===== src/rtl/frame_pixel_source_pkg.sv =====
// Shared image-pipeline definitions: FSM encodings and frame address sizing.
package frame_pixel_source_pkg;

    localparam int FRAME_PIXELS = 640 * 480;
    localparam int ADDR_W       = $clog2(FRAME_PIXELS);
    localparam int COORD_W      = 13;

    typedef enum logic [1:0] {
        ST_IDLE   = 2'd0,
        ST_ACTIVE = 2'd1,
        ST_HBLANK = 2'd2,
        ST_DONE   = 2'd3
    } fps_state_t;

endpackage


===== src/rtl/frame_pixel_source_raster_counter.sv =====
// Raster walker: row/col position plus a linear word address that runs on
// across rows, so no row*LINES multiply is needed.
module raster_counter
    import frame_pixel_source_pkg::*;
#(
    parameter int LINES = 640,
    parameter int ROWS  = 480
) (
    input  logic               clk,
    input  logic               i_rst,
    input  logic               i_clr,
    input  logic               i_adv,
    output logic [COORD_W-1:0] o_row,
    output logic [COORD_W-1:0] o_col,
    output logic [ADDR_W-1:0]  o_addr,
    output logic               o_eol,
    output logic               o_last_row
);

    logic [COORD_W-1:0] r_row;
    logic [COORD_W-1:0] r_col;
    logic [ADDR_W-1:0]  r_addr;
    logic               w_eol;

    assign w_eol      = (r_col == COORD_W'(LINES - 1));
    assign o_eol      = w_eol;
    assign o_last_row = (r_row == COORD_W'(ROWS - 1));
    assign o_row      = r_row;
    assign o_col      = r_col;
    assign o_addr     = r_addr;

    always_ff @(posedge clk) begin
        if (i_rst || i_clr) begin
            r_row  <= '0;
            r_col  <= '0;
            r_addr <= '0;
        end else if (i_adv) begin
            r_addr <= r_addr + ADDR_W'(1);
            if (w_eol) begin
                r_col <= '0;
                r_row <= r_row + COORD_W'(1);
            end else begin
                r_col <= r_col + COORD_W'(1);
            end
        end
    end

endmodule


===== src/rtl/frame_pixel_source.sv =====
// Streams one frame from pixel memory into the processing pipeline,
// with optional horizontal blanking and a pause that stalls memory reads.
module frame_pixel_source
    import frame_pixel_source_pkg::*;
#(
    parameter int LINES       = 640,
    parameter int ROWS        = 480,
    parameter int PIXEL_DEPTH = 8,
    parameter int HBLANK      = 4
) (
    input  logic                     clk,
    input  logic                     reset,
    input  logic                     start,
    input  logic                     pause,
    output logic                     mem_rd,
    output logic [ADDR_W-1:0]        mem_addr,
    input  logic [3*PIXEL_DEPTH-1:0] mem_rdata,
    output logic [PIXEL_DEPTH-1:0]   raw_VGA_R,
    output logic [PIXEL_DEPTH-1:0]   raw_VGA_G,
    output logic [PIXEL_DEPTH-1:0]   raw_VGA_B,
    output logic [COORD_W-1:0]       row,
    output logic [COORD_W-1:0]       col,
    output logic                     valid_o,
    output logic                     busy,
    output logic                     frame_done
);

    localparam int HB_W = (HBLANK > 1) ? $clog2(HBLANK) : 1;

    fps_state_t               r_state;
    logic [HB_W-1:0]          r_hb;
    logic                     r_frame_done;
    logic                     r_valid;
    logic [COORD_W-1:0]       r_row;
    logic [COORD_W-1:0]       r_col;
    logic [3*PIXEL_DEPTH-1:0] r_pix;

    logic                     w_rd;
    logic                     w_clr;
    logic                     w_eol;
    logic                     w_last_row;
    logic [COORD_W-1:0]       w_cnt_row;
    logic [COORD_W-1:0]       w_cnt_col;
    logic [ADDR_W-1:0]        w_cnt_addr;
    logic [3*PIXEL_DEPTH-1:0] w_pix;

    assign w_rd  = (r_state == ST_ACTIVE) && !pause;
    assign w_clr = (r_state == ST_IDLE) && start;

    raster_counter #(
        .LINES (LINES),
        .ROWS  (ROWS)
    ) u_cnt (
        .clk        (clk),
        .i_rst      (reset),
        .i_clr      (w_clr),
        .i_adv      (w_rd),
        .o_row      (w_cnt_row),
        .o_col      (w_cnt_col),
        .o_addr     (w_cnt_addr),
        .o_eol      (w_eol),
        .o_last_row (w_last_row)
    );

    always_ff @(posedge clk) begin
        if (reset) begin
            r_state      <= ST_IDLE;
            r_hb         <= '0;
            r_frame_done <= 1'b0;
        end else begin
            r_frame_done <= 1'b0;
            unique case (r_state)
                ST_IDLE: begin
                    if (start) r_state <= ST_ACTIVE;
                end
                ST_ACTIVE: begin
                    if (w_rd && w_eol) begin
                        if (w_last_row) begin
                            r_state      <= ST_DONE;
                            r_frame_done <= 1'b1;
                        end else if (HBLANK != 0) begin
                            r_state <= ST_HBLANK;
                            r_hb    <= '0;
                        end
                    end
                end
                ST_HBLANK: begin
                    if (r_hb == HB_W'(HBLANK - 1)) r_state <= ST_ACTIVE;
                    else r_hb <= r_hb + HB_W'(1);
                end
                ST_DONE: begin
                    r_state <= ST_IDLE;
                end
            endcase
        end
    end

    // Read data lands one cycle after mem_rd, aligned with valid_o.
    always_ff @(posedge clk) begin
        if (reset) begin
            r_valid <= 1'b0;
            r_row   <= '0;
            r_col   <= '0;
            r_pix   <= '0;
        end else begin
            r_valid <= w_rd;
            if (w_rd) begin
                r_row <= w_cnt_row;
                r_col <= w_cnt_col;
            end
            if (r_valid) r_pix <= mem_rdata;
        end
    end

    assign w_pix      = r_valid ? mem_rdata : r_pix;
    assign raw_VGA_R  = w_pix[3*PIXEL_DEPTH-1:2*PIXEL_DEPTH];
    assign raw_VGA_G  = w_pix[2*PIXEL_DEPTH-1:PIXEL_DEPTH];
    assign raw_VGA_B  = w_pix[PIXEL_DEPTH-1:0];
    assign mem_rd     = w_rd;
    assign mem_addr   = w_cnt_addr;
    assign row        = r_row;
    assign col        = r_col;
    assign valid_o    = r_valid;
    assign busy       = (r_state != ST_IDLE);
    assign frame_done = r_frame_done;

endmodule


===== config.mk =====
export PLATFORM = sky130hd
export DESIGN_NAME = frame_pixel_source
export DESIGN_NICKNAME = d
export VERILOG_FILES = /design/src/rtl/frame_pixel_source_pkg.sv /design/src/rtl/frame_pixel_source_raster_counter.sv /design/src/rtl/frame_pixel_source.sv
export SDC_FILE = /design/constraint.sdc
export NUM_CORES = 1
export LEC_CHECK = 0
export BUFFER_PORTS_ARGS = -buffer_cell sky130_fd_sc_hd__buf_4
export CORE_MARGIN = 4
export CORE_UTILIZATION = 55
export CTS_BUF_LIST = sky130_fd_sc_hd__clkbuf_4 sky130_fd_sc_hd__clkbuf_8
export DETAILED_ROUTE_END_ITERATION = 10
export GPL_ROUTABILITY_DRIVEN = 0
export PLACE_DENSITY = 0.85
export SLEW_MARGIN = 25
export SYNTH_ARGS = -nofsm -noshare
export SYNTH_HDL_FRONTEND = slang
export SYNTH_SLANG_ARGS = --single-unit

===== constraint.sdc =====
create_clock -name clk -period 2.4 [get_ports clk]
set_input_delay 0.48 -clock clk [delete_from_list [all_inputs] [get_ports clk]]
set_output_delay 0.48 -clock clk [all_outputs]
set_load 0.02 [all_outputs]

Yosys cells after proc, flatten, opt, wreduce, memory -nomap -nowiden
Index checks and enable logic that the tools add are counted.
- input port bits: 28
- flip-flop bits (word level): 101
- logic and storage cells: 51
- output and inout port bits: 73
- equality and inequality tests: 11
- muxes and demuxes: 12
- reductions and logical operators: 12
- bitwise gates (word level): 2
- add/subtract/negate cells: 4
- operator list (kind ; number):
    13-bit by 1-bit adder with 13-bit output, second input constant ; 2
    24-bit two-way mux ; 1
    19-bit by 1-bit adder with 19-bit output, second input constant ; 1
    13-bit by 10-bit equality test with 1-bit output, second input constant ; 1
    13-bit by 9-bit equality test with 1-bit output, second input constant ; 1
    13-bit two-way mux ; 1
    2-bit two-way mux ; 6
    2-bit != test, second input constant ; 4
    2-bit one-hot mux with 4 select lines ; 1
    2-bit equality test, second input constant ; 3
    2-bit one-hot mux with 2 select lines ; 1
    4-bit AND reduction ; 1
    2-bit nonzero test ; 2
    1-bit logical AND ; 3
    3-bit AND reduction ; 1
    3-bit OR reduction ; 1
    2-bit by 1-bit adder with 2-bit output, second input constant ; 1
    2-bit by 1-bit equality test with 1-bit output, second input constant ; 1
    2-bit logical NOT ; 1
    1-bit two-way mux ; 2
    2-bit by 1-bit != test with 1-bit output, second input constant ; 1
    1-bit inverter ; 2
    2-bit AND reduction ; 1
    1-bit logical NOT ; 1
    1-bit logical OR ; 1

Longest topological paths before layout
Gate-level depths: netlist of run 1.
- depth in word-level cells: 5
- depth in mapped cells: 7
- depth with buffers taken out: 5

Modules after synthesis
From an unflattened synthesis of run 1, not the netlist that was laid out.
- cells, all modules: 462
- area, all modules: 4185.3 um^2
- by module, submodules not included (module ; cells each ; times used ; area each (um^2)):
    frame_pixel_source ; 218 ; 1 ; 2095.8
    raster_counter ; 244 ; 1 ; 2089.5

Worst setup path before layout of run 1
Ideal clock, no wire load.
- kind: input port to flip-flop
- start point: in pause
- end point: reg u_cnt.r_addr[18], in the netlist u_cnt.o_addr[18]
- path slack: 297 ps
- stages: 5
- arrival time: 2034 ps
- required time: 2330 ps
- path through: or3b_1 > or4_1 > buf_2 > or4_1 > a21oi_1
- word-level cells in the longest chain between the ends: 2
- RTL lines (item ; RTL line ; source):
    start, declared ; frame_pixel_source.sv:14 ; input logic pause,
    1-bit logical NOT ; frame_pixel_source.sv:47 ; assign w_rd = (r_state == ST_ACTIVE) && !pause;
    1-bit logical AND ; frame_pixel_source.sv:47 ;
    end signal, assigned ; frame_pixel_source_raster_counter.sv:38 ; r_addr <= r_addr + ADDR_W'(1);
    end, declared ; frame_pixel_source_raster_counter.sv:22 ; logic [ADDR_W-1:0] r_addr;
Every way passes these cells.
A chain may end at the register's enable or synchronous reset.

Final worst setup path of run 1
- start point: reg u_cnt.r_col[7], in the netlist u_cnt.o_col[7]
- end point: reg u_cnt.r_row[6], in the netlist u_cnt.o_row[6]
- word-level cells in the longest chain between the ends: 2
- RTL lines (item ; RTL line ; source):
    start, declared ; frame_pixel_source_raster_counter.sv:21 ; logic [COORD_W-1:0] r_col;
    start signal, assigned ; frame_pixel_source_raster_counter.sv:43 ; r_col <= r_col + COORD_W'(1);
    13-bit by 10-bit equality test with 1-bit output ; frame_pixel_source_raster_counter.sv:25 ; assign w_eol = (r_col == COORD_W'(LINES - 1));
    2-bit AND reduction (no source line) ; n/a ;
    end signal, assigned ; frame_pixel_source_raster_counter.sv:41 ; r_row <= r_row + COORD_W'(1);
    end, declared ; frame_pixel_source_raster_counter.sv:20 ; logic [COORD_W-1:0] r_row;
Every way passes these cells.

==> summary.md, run 1 <==
| Metric | Value |
|---|---|
| Result of the run | finished, final reports clean |
| Data arrival time of the critical path | 2.61 ns |
| Total global-route track usage | 0.222 |
| Net switching power of the design | 739 uW |
| Total via count after detailed routing | 3718 |
| Hold/Removal Path Class | primary input to flop |
| Post-Route WL | 10000 um |
| EDFF count, synth | 0 |
| Number of rows created at floorplan | 31 |
| Clock Path Buffers | 2 |
| Placed cell count | 661 |
| Fillcell total | 565 |
| Synth top area share | 0.484 |
| Antenna Nets Post-Route | 0 |
| Boundary Pins | 101 |
| Overall power | 3.04 mW |
| Hold_sp | pause |
| Clock Skews | 0.00827 ns |
| Count of cells along the worst hold path | 3 |
| Startpoint types | flop |
| Leading area contributor after synthesis | sky130_fd_sc_hd__dfxtp_1 |
| Min-Delay Endpoint | r_state[0] |
| Part of the Yosys area used for sequential elements | 0.484 |
| Crit Reg-Reg Startpoint | u_cnt.o_col[7] |
| First-pass GRT wire length | 16100 um |
| H-tree depth | 3 |
| Post-route DRC | 0 |
| Combinational share of power | 0.092 |
| Final number of max-transition violations | 0 |
| Die Footprint | 0.00905 mm^2 |
| Reg2Reg Setup Slack | 0.08 ns |
| Core region area | 0.00733 mm^2 |
| Number of sinks on the clock net | 101 |
| Most frequent cells after synthesis | sky130_fd_sc_hd__dfxtp_1 (101), sky130_fd_sc_hd__nand2_1 (73), sky130_fd_sc_hd__a21oi_1 (51), sky130_fd_sc_hd__nor2_1 (30) |
| Peak supply drop | 0.331 mV |
| Vertical extent of the die | 95.2 um |
| Final cell utilization of the core | 0.716 |
| Cell types with the largest area share after synthesis | sky130_fd_sc_hd__dfxtp_1 (48%), sky130_fd_sc_hd__nand2_1 (6.6%), sky130_fd_sc_hd__mux2_2 (6.5%) |
| RSZ-0062 raised after global routing | no |
| Cell Area, Synth | 0.00418 mm^2 |
| FFs w/ async S/R, synth | 0 |
| Cell-internal power | 2.31 mW |
| Layout area overhead | 25.6% |
| Main synth FF type | sky130_fd_sc_hd__dfxtp_1 |
| Critical Path Sink Type | flop |
| Relative contribution of sequential cells to total power | 0.558 |
| Worst Setup Path Type | flop to flop |
| Inserted Clock Buffers | 9 |
| Mean instance size in the synthesized netlist | 8.76 um^2 |
| Number of failing setup endpoints in the final timing report | 0 |
| Post-route minimum period | 2.32 ns |
| Clk network pwr share | 0.349 |
| Final Cycle Share | 0.966 |
| Final non-filler cell total | 676 |
| Detailed-routing iteration count for the pre-antenna-repair pass | 5 |
| Average via count per standard cell | 5.50 |
| Leakage power | 1.99 nW |
| Ratio of cells with drive above 1 in the final layout | 0.274 |
| Sum Neg Setup Slack | 0 ns |
| Synthesized instance count | 477 |
| Wirelength per Cell | 14.8 um |
| P per Cell Area | 580 mW/mm^2 |
| Worst setup slack after layout | 0.0810 ns |
| Count of endpoints failing hold in the final timing report | 0 |
| Most common cell in the synthesized netlist | sky130_fd_sc_hd__dfxtp_1 |
| Synth warnings | 0 |
| Max-Cap Viols | 0 |
| Number of global-route vias before repair | 3548 |
| Syn Nets | 509 |
| Maximum number of pins on one net before global-route repair | 61 |
| Count of antenna diodes in the layout | 0 |
| Nets | 605 |
| Clock root buffer | sky130_fd_sc_hd__clkbuf_8 |
| Clock tree from TritonCTS | built |
| Die Span X | 95.2 um |
| Final HPWL DP | 6960 um |
| Biggest fanout along the worst timing path | 16 |
| Maximum clock frequency | 431 MHz |
| Insertion delay of the later-clocked pin in the worst-skew pair | 0.37 ns |
| Pre-CTS setup slack | 0.0295 ns |
| Initial antenna violation count | 0 |
| Library cells used by synthesis | 36 |
| Area of the multi-input gates | 0.00201 mm^2 |
| Effective utilization at floorplan | 0.570 |
| Count of routing violations after the opening detailed-route iteration | 190 |
| Number of buffers added on ports | 100 |
| Slew Limit Headroom | 0.569 |
| Register bit total from synthesis | 101 |
| Switching share of power | 0.243 |
| Length in cells of the worst reg-to-reg path | 5 |
| Endpoint of the lowest-slack register-to-register path | u_cnt.o_row[6] |
| CP required | 2.69 ns |
| Gr ovfl total | 0 |
| Footprint of the flip-flops and latches | 0.00202 mm^2 |
| Worst slew pin tran | 0.647 ns |
| Clock slew at reported path FFs | 0.09 ns |
-- flip-flops by register name, indices dropped and copies added (netlist names) --
| name | cells |
|---|---|
| frame_done | 1 |
| u_cnt.o_addr | 19 |
| r_pix | 24 |
| col | 13 |
| r_hb | 2 |
| valid_o | 1 |
| row | 13 |
| r_state | 2 |
| u_cnt.o_row | 13 |
| u_cnt.o_col | 13 |
-- cells in the final DEF (no fill, tap or decap), types with 5 or more instances in the layout --
cell type                  Yosys  routed
sky130_fd_sc_hd__a21oi_1      51      51
sky130_fd_sc_hd__or4_1        11      11
sky130_fd_sc_hd__o21ai_0      11      11
sky130_fd_sc_hd__o31ai_1       7       7
sky130_fd_sc_hd__nor2b_1      24      24
sky130_fd_sc_hd__nand4_1       9       9
sky130_fd_sc_hd__nand2_1      73      73
sky130_fd_sc_hd__buf_4         0     114
sky130_fd_sc_hd__xor2_1        5       5
sky130_fd_sc_hd__clkbuf_8      0       9
sky130_fd_sc_hd__nand3_1      18      18
sky130_fd_sc_hd__nor4_1        7       7
sky130_fd_sc_hd__nor3_1        7       7
sky130_fd_sc_hd__or3_1        17      17
sky130_fd_sc_hd__inv_1         7       6
sky130_fd_sc_hd__nor2_1       30      30
sky130_fd_sc_hd__xnor2_1      15      15
sky130_fd_sc_hd__dfxtp_1     101     101
sky130_fd_sc_hd__mux2_2       24      24
-- power groups by stage --
stage / clock, mW / sequential [mW] / combinational (mW)
2_1_floorplan: 0 / 1.74 / 0.159
3_3_place_gp: 0 / 1.74 / 0.273
3_5_place_dp: 0 / 1.74 / 0.278
4_1_cts: 1.08 / 1.70 / 0.280
5_1_grt: 1.15 / 1.70 / 0.304
6_report: 1.06 / 1.70 / 0.282
-- worst max path at each step --
stage                         startpoint          endpoint  slack, ns
final                     u_cnt.o_col[7]    u_cnt.o_row[6]       0.08
after global routing      u_cnt.o_col[7]    u_cnt.o_row[7]       0.02
after CTS                     r_state[0]            mem_rd       0.04
after detailed placement           pause  u_cnt.o_addr[18]       0.03
after global placement             pause  u_cnt.o_addr[18]       0.08
after floorplan                    pause  u_cnt.o_addr[18]       0.30
-- per-stage QoR --
step | area, um^2 | hold slack [ns]
after global placement | 5050 | 0.443
after CTS | 5240 | 0.383
after global routing | 5250 | 0.399
final | 5250 | 0.389
after detailed placement | 5050 | 0.448
after floorplan | 4180 | 0.448
-- repair_timing --
action	CTS	global route
resized for setup	0	2
setup buffers	0	0
hold buffers	0	0
setup endpoints to repair	0	1
-- logic make-up after synthesis --
logic type | Yosys count | share of synthesized area
xor+xnor | 20 | 0.0419
compound gates | 75 | 0.0949
fa+ha+maj | 4 | 0.0120
simple gates | 214 | 0.264
flops | 101 | 0.484
mux | 26 | 0.0695
buf+inv | 37 | 0.0341
-- critical path, stage by stage, from the launching register on --
cell,delay (ns)
sky130_fd_sc_hd__dfxtp_1,0.39
sky130_fd_sc_hd__or3_1,0.43
sky130_fd_sc_hd__or4b_1,0.51
sky130_fd_sc_hd__buf_4,0.21
sky130_fd_sc_hd__or4_1,0.53
sky130_fd_sc_hd__a21oi_1,0.17
-- per-layer routing --
layer,vias up,global-route usage,part of all wire
met4,0,0.0757,0.017
li1,1841,-,-
met2,115,0.391,0.52
met3,16,0.0410,0.054
met5,-,0,0
met1,1746,0.272,0.41
-- layout make-up --
cell class | count | share of cell area
clock inverters | 5 | 0.0117
multi-input cells | 339 | 0.384
repair buffers | 115 | 0.165
flip-flops and latches | 101 | 0.385
clock buffers | 10 | 0.0250
well taps | 99 | 0.0236
inverters | 7 | 0.00572
Note: power is estimated with default switching activity, not from simulation.
==> run 2, diff against run 1 <==
CORE_UTILIZATION = 50   (was 55)
PLACE_DENSITY = 0.81   (was 0.85)
REMOVE_ABC_BUFFERS = 1   (was default)
clock period = 2.02 ns   (was 2.4 ns; I/O delays follow)
==> run 2 against run 1 <==
  * The run now ends with setup timing left
  * Combinational power grew 40%
  * Hold slack lost 0.011 ns
  * Core utilization is 1.3 points lower
  * Cell area grew 9.4%
  * Sequential power grew 19%
  * Clock power grew 17%
  * Via count up 5.3%
  * Critical path type unchanged
  * Highest routed layer unchanged
==> summary.md, run 2 (synthesis results as in run 1) <==
| Metric | Value |
|---|---|
| Startpoint types | flop |
| Vertical extent of the die | 99.4 um (+4.5%) |
| Length in cells of the worst reg-to-reg path | 5 (unchanged) |
| Total global-route track usage | 0.213 (-0.00942) |
| Count of antenna diodes in the layout | 0 (unchanged) |
| Final number of max-transition violations | 0 (unchanged) |
| Clock slew at reported path FFs | 0.10 ns (about the same) |
| Number of rows created at floorplan | 33 (+6.5%) |
| Critical Path Sink Type | flop |
| Gr ovfl total | 0 (unchanged) |
| Post-route minimum period | 2.07 ns (-0.251 ns) |
| Total via count after detailed routing | 3914 (+5.3%) |
| Nets | 648 (+7.1%) |
| Worst slew pin tran | 0.392 ns (-0.255 ns) |
| Final HPWL DP | 7100 um (+2.0%) |
| Post-route DRC | 0 (unchanged) |
| Die Footprint | 0.00988 mm^2 (+9.1%) |
| Fillcell total | 642 (+14%) |
| Ratio of cells with drive above 1 in the final layout | 0.359 (+0.0853) |
| Number of buffers added on ports | 100 (unchanged) |
| H-tree depth | 3 (unchanged) |
| First-pass GRT wire length | 17300 um (+6.9%) |
| Count of cells along the worst hold path | 4 (+1) |
| Data arrival time of the critical path | 2.37 ns (-0.24 ns) |
| Wirelength per Cell | 14.5 um (-2.2%) |
| Ordered list of cells on the worst path | or3_4 -> or4b_4 -> buf_6 -> or4_4 -> a21oi_2 |
| Maximum number of pins on one net before global-route repair | 39 (-36%) |
| Violations in the final reports | setup timing |
| Maximum clock frequency | 484 MHz (+12%) |
| Clock Path Buffers | 2 (unchanged) |
| Cell with the largest stage delay on the worst path | sky130_fd_sc_hd__or4b_4 |
| Worst setup slack after layout | -0.0482 ns (-0.129 ns) |
| Final non-filler cell total | 726 (+7.4%) |
| Number of global-route vias before repair | 3683 (+3.8%) |
| Core region area | 0.00818 mm^2 (+12%) |
| Count of endpoints failing hold in the final timing report | 0 (unchanged) |
| Average via count per standard cell | 5.39 (-2.0%) |
| Clock Skews | 0.00978 ns (+0.00151 ns) |
| Leakage power | 2.29 nW (+15%) |
| Layout area overhead | 37.5% |
| Max-Cap Viols | 0 (unchanged) |
| CP required | 2.32 ns (-0.37 ns) |
| Number of sinks on the clock net | 101 (unchanged) |
| RSZ-0062 raised after global routing | yes |
| Number of failing setup endpoints in the final timing report | 4 (+4) |
| Effective utilization at floorplan | 0.511 (-0.0589) |
| Biggest fanout along the worst timing path | 6 (-10) |
| Slew Limit Headroom | 0.738 (+0.169) |
| Count of routing violations after the opening detailed-route iteration | 173 (-8.9%) |
| Insertion delay of the later-clocked pin in the worst-skew pair | 0.36 ns (about the same) |
| Clock tree from TritonCTS | built |
| Final Cycle Share | 1.02 (+0.0576) |
| Detailed-routing iteration count for the pre-antenna-repair pass | 4 (-1) |
| CTS hold repair buffers | 0 (unchanged) |
| Result of the run | finished, violations left |
| Largest register FFs | 24 (unchanged) |
| Antenna Nets Post-Route | 0 (unchanged) |
| Largest Register | r_pix |
| Die Span X | 99.4 um (+4.5%) |
| P per Cell Area | 636 mW/mm^2 (+9.7%) |
| Hold/Removal Path Class | primary input to flop |
| Inserted Clock Buffers | 9 (unchanged) |
| Most common cell after layout, fill and taps aside | sky130_fd_sc_hd__buf_4 |
| Placed cell count | 700 (+5.9%) |
| Boundary Pins | 101 (unchanged) |
| Post-Route WL | 10500 um (+5.1%) |
| Biggest cell delay along the critical path | 0.55 ns (+0.02 ns) |
| Initial antenna violation count | 0 (unchanged) |
| Final cell utilization of the core | 0.703 (-0.0134) |
| Worst Setup Path Type | flop to flop |
| Peak supply drop | 0.411 mV (+24%) |
| Leading cell types in the layout, fill and taps excluded | sky130_fd_sc_hd__buf_4 (147), sky130_fd_sc_hd__dfxtp_1 (96), sky130_fd_sc_hd__nand2_1 (73) |
| Clock root buffer | sky130_fd_sc_hd__clkbuf_8 |
==> run 2: final timing paths <==
| check | end | start | slack (ns) |
|---|---|---|---|
| worst max register to register | u_cnt.o_row[9] | u_cnt.o_col[10] | -0.05 |
| worst max-delay path | u_cnt.o_row[9] | u_cnt.o_col[10] | -0.05 |
| worst min-delay path | r_state[0] | pause | 0.38 |
| worst min register to register | row[3] | row[3] | 0.46 |
==> run 2: per-stage QoR <==
step / hold WS (ns) / setup TNS [ns] / worst slack (ns) / total power, mW / instance area (um^2)
floorplan: 0.442 / -17.18 / -0.748 / 2.23 / 4060
global placement: 0.445 / -1.86 / -0.178 / 2.40 / 5300
detailed placement: 0.448 / -2.72 / -0.239 / 2.41 / 5300
CTS: 0.359 / -0.101 / -0.0433 / 3.69 / 5700
global route: 0.373 / -0.573 / -0.106 / 3.82 / 5740
finish: 0.378 / -0.0957 / -0.0482 / 3.66 / 5740
==> run 2: worst max-delay path: cells and delay by family (launching register included) <==
family,cells,cell delay [ns]
DFF,1,0.33
and+or+nand+nor,3,1.40
AOI/OAI and AO/OA,1,0.12
buffers and inverters,1,0.15
==> run 2: layer usage <==
metal  up-vias  wire length, um  global-route usage
met3        18              665              0.0463
li1       1938                -                   -
met1      1832             4460               0.275
met4         0              163              0.0714
met5         -                0                   0
met2       126             5210               0.354
==> run 2: power breakdown <==
group / total (mW) / internal [mW] / switching [mW]
registers: 2.02 / 2.01 / 0.00898
logic: 0.396 / 0.194 / 0.201
clock network: 1.24 / 0.529 / 0.710
total: 3.66 / 2.74 / 0.921
==> run 2: cell type report <==
cell class                      count  area [um^2]  area share
Clock buffer                       11          151      0.0264
Timing Repair Buffer              158         1280       0.223
Sequential cell                   101         2030       0.353
Tap cell                          105          131      0.0229
Clock inverter                      5         41.3     0.00719
Multi-Input combinational cell    339         2080       0.363
Inverter                            7         28.8     0.00501
==> run 2: repair_timing <==
item,in CTS,in global routing
setup buffers,6,2
endpoints found under the hold margin,0,0
pin swaps,14,9
gates cloned,3,0
setup endpoints to repair,15,19
resized for setup,25,12
==> run 3, diff against run 2 <==
clock period = 1.9 ns   (was 2.02 ns; I/O delays follow)
==> run 3 against run 2 <==
  * The flow still finishes with violations (setup timing)
  * Largest power group unchanged
  * Clock skew grew 0.0015 ns
  * Hold slack lost 0.12 ns
  * Setup slack lost 0.072 ns
  * Cell area grew 1.1%
  * Global-route usage shrank 0.68 points
  * First-iteration DRC count grew 5.8%
  * Highest routed layer unchanged
==> summary.md, run 3 (synthesis results as in run 1) <==
| Metric | Value |
|---|---|
| Result of the run | finished, violations left |
| Violations in the final reports | setup timing |
| Total via count after detailed routing | 3931 (+0.43%) |
| Peak supply drop | 0.458 mV (+11%) |
| Final number of max-transition violations | 0 (unchanged) |
| Final non-filler cell total | 727 (+0.14%) |
| Boundary Pins | 101 (unchanged) |
| Insertion delay of the later-clocked pin in the worst-skew pair | 0.36 ns (about the same) |
| Initial antenna violation count | 0 (unchanged) |
| Clock slew at reported path FFs | 0.10 ns (about the same) |
| Post-route minimum period | 2.02 ns (-0.0479 ns) |
| Number of buffers and inverters on the critical path | 1 (unchanged) |
| RSZ-0062 raised after global routing | yes |
| Inserted Clock Buffers | 9 (unchanged) |
| Worst Setup Path Type | flop to flop |
| Post-route DRC | 0 (unchanged) |
| Wirelength per Cell | 14.4 um (-0.40%) |
| Clock tree from TritonCTS | built |
| Clock Skews | 0.0112 ns (+0.00146 ns) |
| Area after detailed placement | 0.00533 mm^2 (+0.57%) |
| Gr ovfl total | 0 (unchanged) |
| Hold/Removal Path Class | primary input to flop |
| Count of routing violations after the opening detailed-route iteration | 183 (+5.8%) |
| Slew Limit Headroom | 0.631 (-0.107) |
| Switching share of power | 0.236 (-0.0155) |
| Max-Cap Viols | 0 (unchanged) |
| Largest register FFs | 24 (unchanged) |
| Most common cell after layout, fill and taps aside | sky130_fd_sc_hd__buf_4 |
| Relative contribution of sequential cells to total power | 0.532 (-0.021) |
| Data arrival time of the critical path | 2.32 ns (-0.05 ns) |
| Count of antenna diodes in the layout | 0 (unchanged) |
| Number of buffers added on ports | 100 (unchanged) |
| H-tree depth | 3 (unchanged) |
| Leading cell types in the layout, fill and taps excluded | sky130_fd_sc_hd__buf_4 (148), sky130_fd_sc_hd__dfxtp_1 (95), sky130_fd_sc_hd__nand2_1 (73) |
| Startpoint types | flop |
| Biggest cell delay along the critical path | 0.52 ns (-0.03 ns) |
| Average via count per standard cell | 5.41 (+0.30%) |
| Ratio of cells with drive above 1 in the final layout | 0.362 (+0.00264) |
| CP required | 2.20 ns (-0.12 ns) |
| Clk network pwr share | 0.362 (+0.023) |
| Placed cell count | 704 (+0.57%) |
| Number of global-route vias before repair | 3723 (+1.1%) |
| Cell-internal power | 3.08 mW (+13%) |
| Cell with the largest stage delay on the worst path | sky130_fd_sc_hd__or4b_4 |
| Vertical extent of the die | 99.4 um (unchanged) |
| Effective utilization at floorplan | 0.511 (unchanged) |
| P per Cell Area | 695 mW/mm^2 (+9.2%) |
| Worst setup slack after layout | -0.120 ns (-0.0721 ns) |
| Footprint of the flip-flops and latches | 0.00203 mm^2 (about the same) |
| Total global-route track usage | 0.206 (-0.00684) |
| Pre-CTS setup slack | -0.307 ns (-0.0675 ns) |
| Count of endpoints failing hold in the final timing report | 0 (unchanged) |
| Number of rows created at floorplan | 33 (unchanged) |
| Combinational share of power | 0.106 (-0.002) |
| Maximum number of pins on one net before global-route repair | 54 (+38%) |
| Sum Neg Setup Slack | -0.856 ns (-0.760 ns) |
| Clock root buffer | sky130_fd_sc_hd__clkbuf_8 |
| Number of failing setup endpoints in the final timing report | 16 (+12) |
| Fillcell total | 658 (+2.5%) |
| Antenna Nets Post-Route | 0 (unchanged) |
| Detailed-routing iteration count for the pre-antenna-repair pass | 4 (unchanged) |
| Die Span X | 99.4 um (unchanged) |
| Final HPWL DP | 6980 um (-1.6%) |
| Area of the multi-input gates | 0.00210 mm^2 (+0.54%) |
| Nets | 650 (+0.31%) |
| Layout area overhead | 39.1% |
| Post-Route WL | 10500 um (-0.27%) |
| Number of sinks on the clock net | 101 (unchanged) |
| Critical Path Sink Type | flop |
| Net switching power of the design | 954 uW (+3.7%) |
| Largest Register | r_pix |
| Die Footprint | 0.00988 mm^2 (unchanged) |
| Worst slew pin tran | 0.553 ns (+0.161 ns) |
| Leakage power | 2.31 nW (+0.94%) |
| First-pass GRT wire length | 16800 um (-2.6%) |
| Biggest fanout along the worst timing path | 5 (-1) |
| CTS hold repair buffers | 0 (unchanged) |
| Maximum clock frequency | 495 MHz (+2.4%) |
| Ordered list of cells on the worst path | or3_4 -> or4b_4 -> buf_6 -> or4_4 -> a21oi_2 |
| Core region area | 0.00818 mm^2 (unchanged) |
| Clock Path Buffers | 2 (unchanged) |
| Summed area of non-filler cells in the final layout | 0.00581 mm^2 (+1.1%) |
| Worst hold-check slack | 0.253 ns (-0.125 ns) |
| Largest delay contributor family on the critical path | simple AND/OR/NAND/NOR gates |
| Final Cycle Share | 1.06 (+0.0395) |
run 3: cell types whose count changed in the layout (fill, tap and decap cells not counted), sizes merged:
| cell | previous run | this run |
|---|---|---|
| buf | 156 | 158 |
| bufinv | 0 | 2 |
| clkbuf | 11 | 9 |
| clkinv | 0 | 3 |
| inv | 10 | 6 |
run 3: layout make-up:
type,count,share of cell area
clock buffer,9,0.0213
sequential,101,0.349
timing repair buffer,160,0.224
clock inverter,6,0.0153
tap,105,0.0226
multi-input combinational,339,0.361
inverter,7,0.00668
run 3: power by group through the flow:
| stage | registers, mW | logic (mW) | clock network (mW) |
|---|---|---|---|
| 2_1_floorplan | 2.21 | 0.167 | 0 |
| 3_3_place_gp | 2.20 | 0.361 | 0 |
| 3_5_place_dp | 2.20 | 0.369 | 0 |
| 4_1_cts | 2.15 | 0.417 | 1.49 |
| 5_1_grt | 2.15 | 0.458 | 1.57 |
| 6_report | 2.15 | 0.429 | 1.46 |
run 3: routing by layer:
metal / up-vias / share of wire / track usage
met2: 113 / 0.50 / 0.349
met1: 1863 / 0.43 / 0.261
met4: 0 / 0.019 / 0.0767
met3: 18 / 0.053 / 0.0400
li1: 1937 / - / -
met5: - / 0 / 0
run 3: stage by stage:
step / util / power, mW
CTS: 0.699 / 4.06
detailed placement: 0.652 / 2.57
floorplan: - / 2.37
finish: 0.711 / 4.04
global placement: 0.652 / 2.56
global route: 0.711 / 4.18
run 3: repair_timing:
action,CTS,global route
setup buffers,4,3
resized for setup,24,19
endpoints found under the hold margin,0,0
setup endpoints to repair,26,45
pin swaps,23,3
cloned,3,0
run 3: worst paths after layout:
path	start	endpoint	slack, ns	cells past startpoint
setup / recovery	u_cnt.o_col[10]	u_cnt.o_row[9]	-0.12	5
hold / removal	reset	row[12]	0.25	2
setup reg to reg	u_cnt.o_col[10]	u_cnt.o_row[9]	-0.12	5
hold reg to reg	col[3]	col[3]	0.46	2
